## config.mk

```make
export PLATFORM = sky130hd
export DESIGN_NAME = wb_arbiter
export DESIGN_NICKNAME = d
export VERILOG_FILES = /design/src/rtl/wb_arbiter.sv
export SDC_FILE = /design/constraint.sdc
export NUM_CORES = 1
export LEC_CHECK = 0
export BUFFER_PORTS_ARGS = -buffer_cell sky130_fd_sc_hd__buf_2
export CORE_MARGIN = 2
export CORE_UTILIZATION = 48
export DETAILED_ROUTE_END_ITERATION = 7
export GPL_ROUTABILITY_DRIVEN = 0
export PLACE_DENSITY = 0.84
export RECOVER_POWER = 50
export SYNTH_ARGS = -nofsm -noshare
export SYNTH_HDL_FRONTEND = slang
export SYNTH_SLANG_ARGS = --single-unit
export TNS_END_PERCENT = 10
```

## constraint.sdc

```tcl
create_clock -name clk -period 2 [get_ports clk]
set_input_delay 0.2 -clock clk [delete_from_list [all_inputs] [get_ports clk]]
set_output_delay 0.2 -clock clk [all_outputs]
set_load 0.05 [all_outputs]
```

## src/rtl/wb_arbiter.sv

```systemverilog
// wb_arbiter: writeback merge of the single-cycle pipeline result and a
// long-latency (valid/ready) result into the single regfile write port.
// It also keeps the pending-destination scoreboard, drives hazard/bypass
// information to decode, and forces a pipeline bubble when the long-latency
// unit has waited too long.
module wb_arbiter #(
    parameter int          STARVE_MAX = 4,
    parameter logic [31:0] SP_INIT    = 32'h2000_7000
) (
    input  logic        clk,
    input  logic        rst_n,
    input  logic        pipe_wb_en,
    input  logic [4:0]  pipe_wb_addr,
    input  logic [31:0] pipe_wb_data,
    input  logic        lu_valid,
    output logic        lu_ready,
    input  logic [4:0]  lu_addr,
    input  logic [31:0] lu_data,
    input  logic        issue_lu,
    input  logic [4:0]  issue_rd,
    input  logic [4:0]  dec_rs1,
    input  logic [4:0]  dec_rs2,
    input  logic [4:0]  dec_rd,
    output logic        hazard,
    output logic        byp1_hit,
    output logic        byp2_hit,
    output logic [31:0] byp_data,
    output logic        pipe_stall,
    output logic [31:0] busy_vec,
    output logic        write_ce,
    output logic [4:0]  write_addr,
    output logic [31:0] write_data
);

    // The starvation counter is 4 bits wide, so the limit must fit in 1..15.
    // SP_INIT only documents the stack pointer reset value used elsewhere;
    // it is checked for word alignment so a bad override is caught early.
    if (STARVE_MAX < 1 || STARVE_MAX > 15 || SP_INIT[1:0] != 2'b00) begin : g_param_check
        $error("wb_arbiter: STARVE_MAX must be 1..15 and SP_INIT word aligned");
    end

    localparam logic [3:0] STARVE_LIM = 4'(STARVE_MAX);

    localparam logic [1:0] S_IDLE  = 2'd0;
    localparam logic [1:0] S_WAIT  = 2'd1;
    localparam logic [1:0] S_FORCE = 2'd2;

    logic [1:0]  state;
    logic [3:0]  starve_cnt;
    logic [3:0]  starve_cnt_inc;
    logic        lu_hs;
    logic        sel_valid;
    logic [4:0]  sel_addr;
    logic [31:0] sel_data;
    logic        write_fire;
    logic [31:0] busy_set;
    logic [31:0] busy_clr;
    logic [31:0] busy_next;

    // The pipeline can never be held off, so the long-latency unit only gets
    // the port in cycles where the pipeline has nothing to write.
    assign lu_ready = lu_valid & ~pipe_wb_en;
    assign lu_hs    = lu_valid & lu_ready;

    // Source select for the write port: pipeline first, then a completed LU handshake.
    always_comb begin
        sel_valid = 1'b0;
        sel_addr  = lu_addr;
        sel_data  = lu_data;
        if (pipe_wb_en) begin
            sel_valid = 1'b1;
            sel_addr  = pipe_wb_addr;
            sel_data  = pipe_wb_data;
        end else if (lu_hs) begin
            sel_valid = 1'b1;
        end
    end

    // x0 is hardwired to zero, so a write to it is dropped (the LU handshake
    // itself still completes through lu_ready).
    assign write_fire = sel_valid & (sel_addr != 5'd0);

    // Registered regfile write port; address/data only move on a real write.
    always_ff @(posedge clk or negedge rst_n) begin
        if (!rst_n) begin
            write_ce   <= 1'b0;
            write_addr <= 5'd0;
            write_data <= 32'd0;
        end else begin
            write_ce <= write_fire;
            if (write_fire) begin
                write_addr <= sel_addr;
                write_data <= sel_data;
            end
        end
    end

    // The regfile update lands at the end of the cycle, so the value sitting in
    // the write register is what decode must use when it names that register.
    assign byp_data = write_data;
    assign byp1_hit = write_ce & (write_addr == dec_rs1) & (dec_rs1 != 5'd0);
    assign byp2_hit = write_ce & (write_addr == dec_rs2) & (dec_rs2 != 5'd0);

    // Scoreboard next state: a new issue wins over a same-cycle retirement.
    always_comb begin
        busy_set = 32'd0;
        busy_clr = 32'd0;
        if (issue_lu) begin
            busy_set[issue_rd] = 1'b1;
        end
        if (lu_hs) begin
            busy_clr[lu_addr] = 1'b1;
        end
        busy_next = ((busy_vec & ~busy_clr) | busy_set) & ~32'd1;
    end

    // Scoreboard register of long-latency destinations still outstanding.
    always_ff @(posedge clk or negedge rst_n) begin
        if (!rst_n) begin
            busy_vec <= 32'd0;
        end else begin
            busy_vec <= busy_next;
        end
    end

    // Only the registered scoreboard is consulted; bit 0 is never set.
    assign hazard = busy_vec[dec_rs1] | busy_vec[dec_rs2] | busy_vec[dec_rd];

    assign starve_cnt_inc = starve_cnt + 4'd1;

    // Starvation tracker: counts cycles the LU result waits behind the
    // pipeline and requests a bubble once the limit is reached.
    always_ff @(posedge clk or negedge rst_n) begin
        if (!rst_n) begin
            state      <= S_IDLE;
            starve_cnt <= 4'd0;
            pipe_stall <= 1'b0;
        end else begin
            case (state)
                S_IDLE: begin
                    if (lu_valid & pipe_wb_en) begin
                        starve_cnt <= 4'd1;
                        if (STARVE_LIM == 4'd1) begin
                            state      <= S_FORCE;
                            pipe_stall <= 1'b1;
                        end else begin
                            state <= S_WAIT;
                        end
                    end
                end
                S_WAIT: begin
                    if (lu_hs | ~lu_valid) begin
                        state      <= S_IDLE;
                        starve_cnt <= 4'd0;
                    end else begin
                        starve_cnt <= starve_cnt_inc;
                        if (starve_cnt_inc == STARVE_LIM) begin
                            state      <= S_FORCE;
                            pipe_stall <= 1'b1;
                        end
                    end
                end
                S_FORCE: begin
                    // A pipeline write here is a protocol violation; it still
                    // wins the port and the bubble request stays up.
                    if (lu_hs) begin
                        state      <= S_IDLE;
                        starve_cnt <= 4'd0;
                        pipe_stall <= 1'b0;
                    end
                end
                default: begin
                    state      <= S_IDLE;
                    starve_cnt <= 4'd0;
                    pipe_stall <= 1'b0;
                end
            endcase
        end
    end

endmodule

```

==> flow_summary.yaml, run 1 <==
status:
  outcome: "finished with violations"
  violations: "setup timing"
die:
  die-area_um2: 10600
  ios: 206
  die_w_um: 103
  initial_core_util_pct: 48.7
  rows: 36
  core_um2: 9640
  die_y_um: 103
sta:
  worst_pin_slew_ps: 1230
  period_share_pct: 128
  slew_headroom_pct: 17.1
  timing.fmax_mhz: 390
  setup_violations: 33
  fin_ws_ps: -561
  post-route-min-period_ps: 2560
  fin_skew_ps: 6.09
  rsz0062_at_grt: "yes"
  finalMaxSlewViolations: 0
  timing.final.hold_violations: 0
critical_path:
  crit_start: "busy_vec[1]"
  crit_slowest_cell: "mux4_2"
  reg2reg_slack_ps: 690
  critPathMaxFanout: 5
  critPathLaunchType: "register"
  arrival_ps: 2360
  cp.depth: 6
  required_ps: 1800
  crit_buf_inv: 1
  crit_chain: "mux4_2, o2bb2ai_1, o31ai_2, o32ai_1, or4_4, buf_8"
  reg2reg_from: "starve_cnt[0]"
  crit_path_end_kind: "output port"
  crit_type: "reg2out"
  critical-path-top-delay-family: "compound AO/OA/AOI/OAI gates"
  cpPeakStageDelay_ps: 470
  ff2ff_path_depth: 5
  r2r_end: "state[1]"
synth:
  async_reset_ff_share_pct: 100
  synth_seq_area_share_pct: 40.5
  synth_edf_count: 0
  yosysWarnings: 0
  syn_area_per_cell_um2: 9.74
  synth_area_um2: 4700
  ys_seq_elements: 76
  synth_nets: 582
  synth_cell_types: 54
  synth_cells: 482
  synth-main-ff-cell: "dfrtp_1"
power:
  ir_drop_v: 0.000591
  power.leakage_nw: 2.90
  power_density_nw_per_um2: 1020
  fin_total_pwr_w: 0.00630
global_routing:
  antenna_found_initial: 0
  grt_usage_pct: 28.4
  first_global_vias: 4641
  grt_overflow: 0
  grt_pass1_wl_mm: 22.9
  grt_max_degree: 65
placement:
  pre_cts_ws_ps: -208
  numPortBuffers: 204
  hpwl_mm: 11.7
final_layout:
  drive_gt1_share_pct: 37.9
  nNetsFinal: 800
  area_growth_pct: 31.5
  fillerInstances: 797
  antenna_cells: 0
clocking:
  h-tree-depth: 3
  path_clk_slew_ps: 90
  cts_tree: "built"
  cts_made_buffers: 9
  cts.path.max_buffers: 2
  insertion_delay_ps: 360
  cts_root_buf: "clkbuf_8"
  cts.sink_count: 76
detailed_routing:
  vias_per_cell: 5.64
  num_vias: 4724
  drt_pass1_iterations: 8
  wl_per_cell_um: 17.8
  drcViolationCount: 0
  routed_wl_mm: 14.9
  postRouteAntennaNets: 0
  drt_iter0_drc: 284
worst_hold_path:
  min_from: "lu_data[7]"
  whs_path_depth: 3
  worstHoldPathType: "in2reg"
  hold_end: "byp_data[7]"
run:
  drv_cap: 0
==> layout by cell type, fill, tap and decap left out, types with 16 or more instances in the layout <==
master      n
clkbuf_1   36
nor2_1     48
mux2i_1    50
o21ai_0    57
o21ai_1    18
buf_4      59
a21oi_1    40
nand2_1    16
dfrtp_1    75
buf_2     166
==> worst max path at each step <==
stage | endpoint | slack [ps]
after floorplan | hazard | -280
after global placement | hazard | -220
final | hazard | -560
after global routing | hazard | -640
after detailed placement | hazard | -210
after CTS | hazard | -560
==> synth_stat cells, types with 2 or more instances <==
cell type	count	area, um2
dfrtp_1	76	1900
o21ai_0	57	285
mux2i_1	50	500
nor2_1	48	180
a21oi_1	40	200
buf_4	33	248
o21ai_1	18	90.1
nand2_1	16	60.1
clkbuf_1	12	45.0
nand3b_1	12	90.1
nand3_1	10	50.1
mux4_2	9	203
nor2b_1	9	56.3
buf_2	8	40.0
inv_1	7	26.3
buf_6	5	56.3
nor3_1	5	25.0
xnor2_1	5	43.8
mux4_1	4	105
nand2b_1	4	25.0
or3b_2	4	35.0
xor2_1	4	35.0
a22o_1	3	26.3
a22oi_1	3	22.5
mux2_1	3	33.8
o221ai_1	3	26.3
mux2_2	2	22.5
nand4_1	2	12.5
nor3b_1	2	15.0
o2111ai_1	2	17.5
or3_1	2	12.5
or4_1	2	15.0
==> power by group <==
group	total [W]	switching, W	internal, W
combinational	0.00289	0.00197	0.000921
sequential	0.00208	0.000284	0.00179
clock	0.00133	0.000595	0.000737
total	0.00630	0.00285	0.00345
==> metrics by stage <==
step / area (um2) / std cells / hold slack (ps) / TNS (ps) / util (%)
floorplan: 4710 / 482 / -95.6 / -282 / -
global placement: 5990 / 820 / 163 / -217 / 62.2
detailed placement: 5990 / 820 / 162 / -208 / 62.2
CTS: 6240 / 838 / 131 / -563 / 64.7
global route: 6180 / 838 / 145 / -7800 / 64.1
finish: 6180 / 838 / 143 / -1750 / 64.1
==> tightest hold or removal path, cell delays in order <==
cell     delay, ps
buf_2           70
mux2i_1         50
a21oi_1        130
==> what timing repair did <==
| item | CTS | global route |
|---|---|---|
| endpoints found under the setup margin | 1 | 2 |
| endpoints found under the hold margin | 30 | 0 |
| hold buffers | 1 | 0 |
| resized for setup | 2 | 3 |
| buffers inserted | 1 | 0 |
| pin swaps | 0 | 2 |
==> cells by family after synthesis <==
family                   share of synthesized area, %
flip-flops                                       40.5
XOR/XNOR                                         1.68
adder cells (fa/ha/maj)                         0.266
other                                          0.0799
buffers and inverters                            8.93
AND/OR/NAND/NOR                                  12.9
AO/OA/AOI/OAI                                    16.9
multiplexers                                     18.7
==> routing by layer <==
layer	vias to the layer above	wire length [um]	track usage, %
li1	2158	-	-
met2	259	7880	50.8
met3	42	1040	5.63
met4	0	427	14.3
met5	-	0	0
met1	2265	5580	32.1
==> registers in the layout (all words and copies together) (netlist names) <==
name	cells
byp_data	32
busy_vec	31
write_addr	5
starve_cnt	4
state	2
pipe_stall	1
write_ce	1
==> cell type report <==
| cell class | instances | area, um2 | area share (%) |
|---|---|---|---|
| flip-flops and latches | 76 | 1900 | 30.8 |
| multi-input cells | 340 | 2390 | 38.7 |
| clock buffers | 10 | 138 | 2.23 |
| clock inverters | 6 | 86.3 | 1.40 |
| repair buffers | 266 | 1470 | 23.7 |
| well taps | 133 | 166 | 2.69 |
| inverters | 7 | 26.3 | 0.425 |
Power figures use the tool's default switching activity.
==> run 2: changes to the inputs <==
--- a/config.mk
+++ b/config.mk
@@ -7,10 +7,11 @@
 export LEC_CHECK = 0
 export BUFFER_PORTS_ARGS = -buffer_cell sky130_fd_sc_hd__buf_2
 export CORE_MARGIN = 2
-export CORE_UTILIZATION = 48
+export CORE_UTILIZATION = 52
+export CTS_BUF_LIST = sky130_fd_sc_hd__clkbuf_16
 export DETAILED_ROUTE_END_ITERATION = 7
 export GPL_ROUTABILITY_DRIVEN = 0
-export PLACE_DENSITY = 0.84
+export PLACE_DENSITY = 0.9
 export RECOVER_POWER = 50
 export SYNTH_ARGS = -nofsm -noshare
 export SYNTH_HDL_FRONTEND = slang
==> constraint.sdc (replaced) <==
create_clock -name clk -period 3.1 [get_ports clk]
set_input_delay 0.31 -clock clk [delete_from_list [all_inputs] [get_ports clk]]
set_output_delay 0.31 -clock clk [all_outputs]
set_load 0.05 [all_outputs]
==> flow_summary.yaml, run 2 (synthesized netlist as in run 1, its figures left out) <==
critical_path:
  crit_type: "reg2out"
  crit_path_end_kind: "output port"
  critical-path-top-delay-family: "multiplexers"
  crit_buf_inv: 1
  critPathLaunchType: "register"
  arrival_ps: 2510
  reg2reg_slack_ps: 1740
  critPathMaxFanout: 5
  cpPeakStageDelay_ps: 520
  crit_slowest_cell: "mux4_1"
  crit_chain: "mux4_1, o21ai_0, o32a_1, a21oi_1, or4_1, buf_2"
  required_ps: 2790
global_routing:
  antenna_found_initial: 0
  grt_pass1_wl_mm: 22.6
  grt_usage_pct: 29.3
  grt_max_degree: 44
  grt_overflow: 0
  first_global_vias: 4416
final_layout:
  drive_gt1_share_pct: 28.6
  antenna_cells: 0
  largest_reg_flops: 32
  fin_area_um2: 5710
  multi_input_area_um2: 2390
  nNetsFinal: 741
  seqCellArea_um2: 1900
  area_growth_pct: 21.6
  layout_common_cells: "buf_2, dfrtp_1, o21ai_0"
  fillerInstances: 718
  final_common_cell: "buf_2"
clocking:
  path_clk_slew_ps: 60
  cts.sink_count: 76
  cts_tree: "built"
  post_cts_buffers: 0
  cts_root_buf: "clkbuf_16"
  insertion_delay_ps: 320
  hold_buffers: 0
  cts_made_buffers: 9
  post_cts_resized: 0
  h-tree-depth: 3
  cts.path.max_buffers: 2
worst_hold_path:
  worstHoldPathType: "in2reg"
status:
  outcome: "finished with violations"
  violations: "capacitance limit, slew limit"
power:
  ir_drop_v: 0.000444
  pwr-share-seq_pct: 35.3
  intPower_w: 0.00219
  switchingPower_w: 0.00180
  sw_frac_of_total_pct: 45.0
  power_density_nw_per_um2: 699
  pwr-share-comb_pct: 39.6
  power.leakage_nw: 2.60
  pwr-share-clk_pct: 25.1
sta:
  rsz0062_at_grt: "no"
  post-route-min-period_ps: 2820
  hold_ws_ps: 277
  fin_skew_ps: 1.91
  period_share_pct: 90.8
  timing.fmax_mhz: 355
  worst_pin_slew_ps: 2110
  finalSetupTns_ps: 0
  finalMaxSlewViolations: 41
  setup_violations: 0
  timing.final.hold_violations: 0
  slew_headroom_pct: -40.5
placement:
  placed_area_um2: 5510
  hpwl_mm: 10.9
  numPortBuffers: 204
die:
  rows: 34
  ios: 206
  die_y_um: 99.0
  core_um2: 8720
  initial_core_util_pct: 53.8
  die_w_um: 99.0
  die-area_um2: 9810
detailed_routing:
  wl_per_cell_um: 19.1
  num_vias: 4506
  drcViolationCount: 0
  wl_met2_mm: 7.52
  dr.max_layer_used: "met4"
  routed_wl_mm: 14.4
  met3_length_mm: 1.48
  vias_per_cell: 5.98
  postRouteAntennaNets: 0
  drt_pass1_iterations: 5
  drt_iter0_drc: 474
  met1_length_mm: 5.06
run:
  drv_cap: 1
==> run 2: cell type report <==
type / instances / share of cell area, %
Inverter: 7 / 0.460
Sequential cell: 76 / 33.3
Multi-Input combinational cell: 340 / 41.8
Tap cell: 108 / 2.37
Clock inverter: 7 / 1.07
Timing Repair Buffer: 207 / 17.0
Clock buffer: 9 / 3.95
==> run 2: worst paths after layout <==
kind,from,endpoint,cells past startpoint
setup / recovery,busy_vec[11],hazard,6
setup reg to reg,state[0],starve_cnt[2],5
max in group asynchronous,rst_n,write_ce,2
min in group asynchronous,rst_n,byp_data[11],1
hold reg to reg,pipe_stall,pipe_stall,2
hold / removal,lu_data[21],byp_data[21],3
==> run 2: power by group through the flow <==
| stage | Clock (W) | Combinational, W | Sequential, W |
|---|---|---|---|
| finish | 0.00100 | 0.00158 | 0.00141 |
| floorplan | 0 | 0.000717 | 0.00188 |
| CTS | 0.00101 | 0.00161 | 0.00139 |
| global route | 0.00106 | 0.00167 | 0.00142 |
| global placement | 0 | 0.00157 | 0.00139 |
| detailed placement | 0 | 0.00160 | 0.00140 |
==> run 2: stage by stage <==
stage	total power (W)	instances	setup slack [ps]	utilization, %
after global placement	0.00296	738	582	63.1
after global routing	0.00415	754	160	65.5
final	0.00399	754	284	65.5
after CTS	0.00401	754	336	66.4
after floorplan	0.00259	482	563	-
after detailed placement	0.00301	738	491	63.1
==> run 2: per-layer routing <==
layer | vias up | global-route usage, %
met5 | - | 0
met4 | 0 | 10.5
met3 | 38 | 6.60
met2 | 276 | 50.8
met1 | 2143 | 35.8
li1 | 2049 | -
==> run 2: worst min-delay path: stages <==
cell and delay [ps]:
buf_2 70, mux2i_1 50, a21oi_1 130
==> run 3: changes to the inputs <==
--- a/config.mk
+++ b/config.mk
@@ -11,7 +11,7 @@
 export CTS_BUF_LIST = sky130_fd_sc_hd__clkbuf_16
 export DETAILED_ROUTE_END_ITERATION = 7
 export GPL_ROUTABILITY_DRIVEN = 0
-export PLACE_DENSITY = 0.9
+export PLACE_DENSITY = 0.95
 export RECOVER_POWER = 50
 export SYNTH_ARGS = -nofsm -noshare
 export SYNTH_HDL_FRONTEND = slang
==> flow_summary.yaml, run 3 (synthesized netlist as in run 1, its figures left out) <==
clocking:
  post_cts_resized: 0
  cts.sink_count: 76
  hold_buffers: 1
  cts.path.max_buffers: 2
  cts_tree: "built"
  cts_root_buf: "clkbuf_16"
  cts_made_buffers: 9
  insertion_delay_ps: 330
  path_clk_slew_ps: 60
  h-tree-depth: 3
  post_cts_buffers: 0
sta:
  timing.final.hold_violations: 0
  fin_skew_ps: 2.68
  post-route-min-period_ps: 2780
  timing.fmax_mhz: 360
  slew_headroom_pct: 35.5
  finalSetupTns_ps: 0
  finalMaxSlewViolations: 0
  period_share_pct: 89.5
  setup_violations: 0
  worst_pin_slew_ps: 967
  rsz0062_at_grt: "no"
power:
  power.leakage_nw: 2.48
  ir_drop_v: 0.000342
  power_density_nw_per_um2: 714
die:
  die_y_um: 99.0
  initial_core_util_pct: 53.8
  die_w_um: 99.0
  rows: 34
  die-area_um2: 9810
  core_um2: 8720
  ios: 206
critical_path:
  critPathMaxFanout: 5
  required_ps: 2790
  crit_type: "reg2out"
  crit_path_end_kind: "output port"
  crit_buf_inv: 1
  critical-path-top-delay-family: "simple AND/OR/NAND/NOR gates"
  crit_slowest_cell: "or4_1"
  crit_chain: "mux4_1, o21ai_0, o32a_1, a21oi_1, or4_1, buf_2"
  cpPeakStageDelay_ps: 500
  critPathLaunchType: "register"
  arrival_ps: 2470
global_routing:
  grt_overflow: 0
  grt_max_degree: 75
  first_global_vias: 4636
  grt_usage_pct: 28.9
  grt_pass1_wl_mm: 22.6
  antenna_found_initial: 1
final_layout:
  area_growth_pct: 21.4
  layout_common_cells: "clkbuf_1, buf_2, dfrtp_1"
  multi_input_area_um2: 2390
  seqCellArea_um2: 1900
  largest_reg_flops: 32
  fillerInstances: 712
  nNetsFinal: 742
  utilization_pct: 65.4
  antenna_cells: 0
  final_common_cell: "clkbuf_1"
  drive_gt1_share_pct: 21.2
placement:
  hpwl_mm: 10.7
  numPortBuffers: 204
detailed_routing:
  wl_per_cell_um: 19.2
  postRouteAntennaNets: 0
  routed_wl_mm: 14.5
  num_vias: 4654
  drcViolationCount: 0
  vias_per_cell: 6.16
  drt_pass1_iterations: 6
  drt_iter0_drc: 399
run:
  drv_cap: 0
status:
  outcome: "finished, final reports clean"
worst_hold_path:
  worstHoldPathType: "in2reg"
==> run 3: cell types whose count changed in the layout (fill, tap and decap cells not counted), moves of 2 or more <==
cell and change:
buf_2 -51, clkbuf_1 +51, clkbuf_2 -2, clkinv_2 +2
inv_1 -3
==> run 3: worst paths after layout <==
path,end,cells after the start,slack (ps),start
worst min-delay path,byp_data[10],3,280,lu_data[10]
worst max-delay path,hazard,6,320,busy_vec[10]
worst min register to register,pipe_stall,2,500,pipe_stall
max in group asynchronous,byp_data[5],3,1130,rst_n
worst max register to register,starve_cnt[2],5,1800,state[1]
min in group asynchronous,byp_data[8],2,660,rst_n
==> run 3: area by class of cell <==
type | count | area share (%)
multi-input combinational | 340 | 41.9
sequential | 76 | 33.4
timing repair buffer | 208 | 16.4
clock buffer | 9 | 3.95
tap | 108 | 2.37
clock inverter | 7 | 1.58
inverter | 7 | 0.461
==> run 3: stage by stage <==
step / cell area [um2] / setup slack [ps] / power [W] / cells / hold WS, ps
floorplan: 4700 / 563 / 0.00259 / 482 / 14.4
CTS: 5830 / 379 / 0.00411 / 755 / 274
global route: 5700 / 234 / 0.00422 / 755 / 288
global placement: 5510 / 578 / 0.00295 / 738 / 249
finish: 5700 / 325 / 0.00407 / 755 / 279
detailed placement: 5510 / 532 / 0.00301 / 738 / 257
==> run 3: tightest hold or removal path: cells and delay by family <==
kind	cells	cell delay, ps
compound gates	1	130
mux	1	50
buf+inv	1	80
==> run 3: report_power, final <==
part           internal, W  leakage, nW  switching, W
sequential         0.00116        0.886      0.000248
combinational     0.000388         1.44       0.00118
clock             0.000702        0.153      0.000401
total              0.00225         2.48       0.00182
==> run 3: per-layer routing <==
| metal | part of all wire [%] | track usage [%] | vias to the layer above |
|---|---|---|---|
| li1 | - | - | 2038 |
| met1 | 36 | 33.7 | 2224 |
| met3 | 9.6 | 6.88 | 58 |
| met4 | 3.2 | 13.8 | 2 |
| met5 | 0.090 | 0 | - |
| met2 | 51 | 50.1 | 332 |
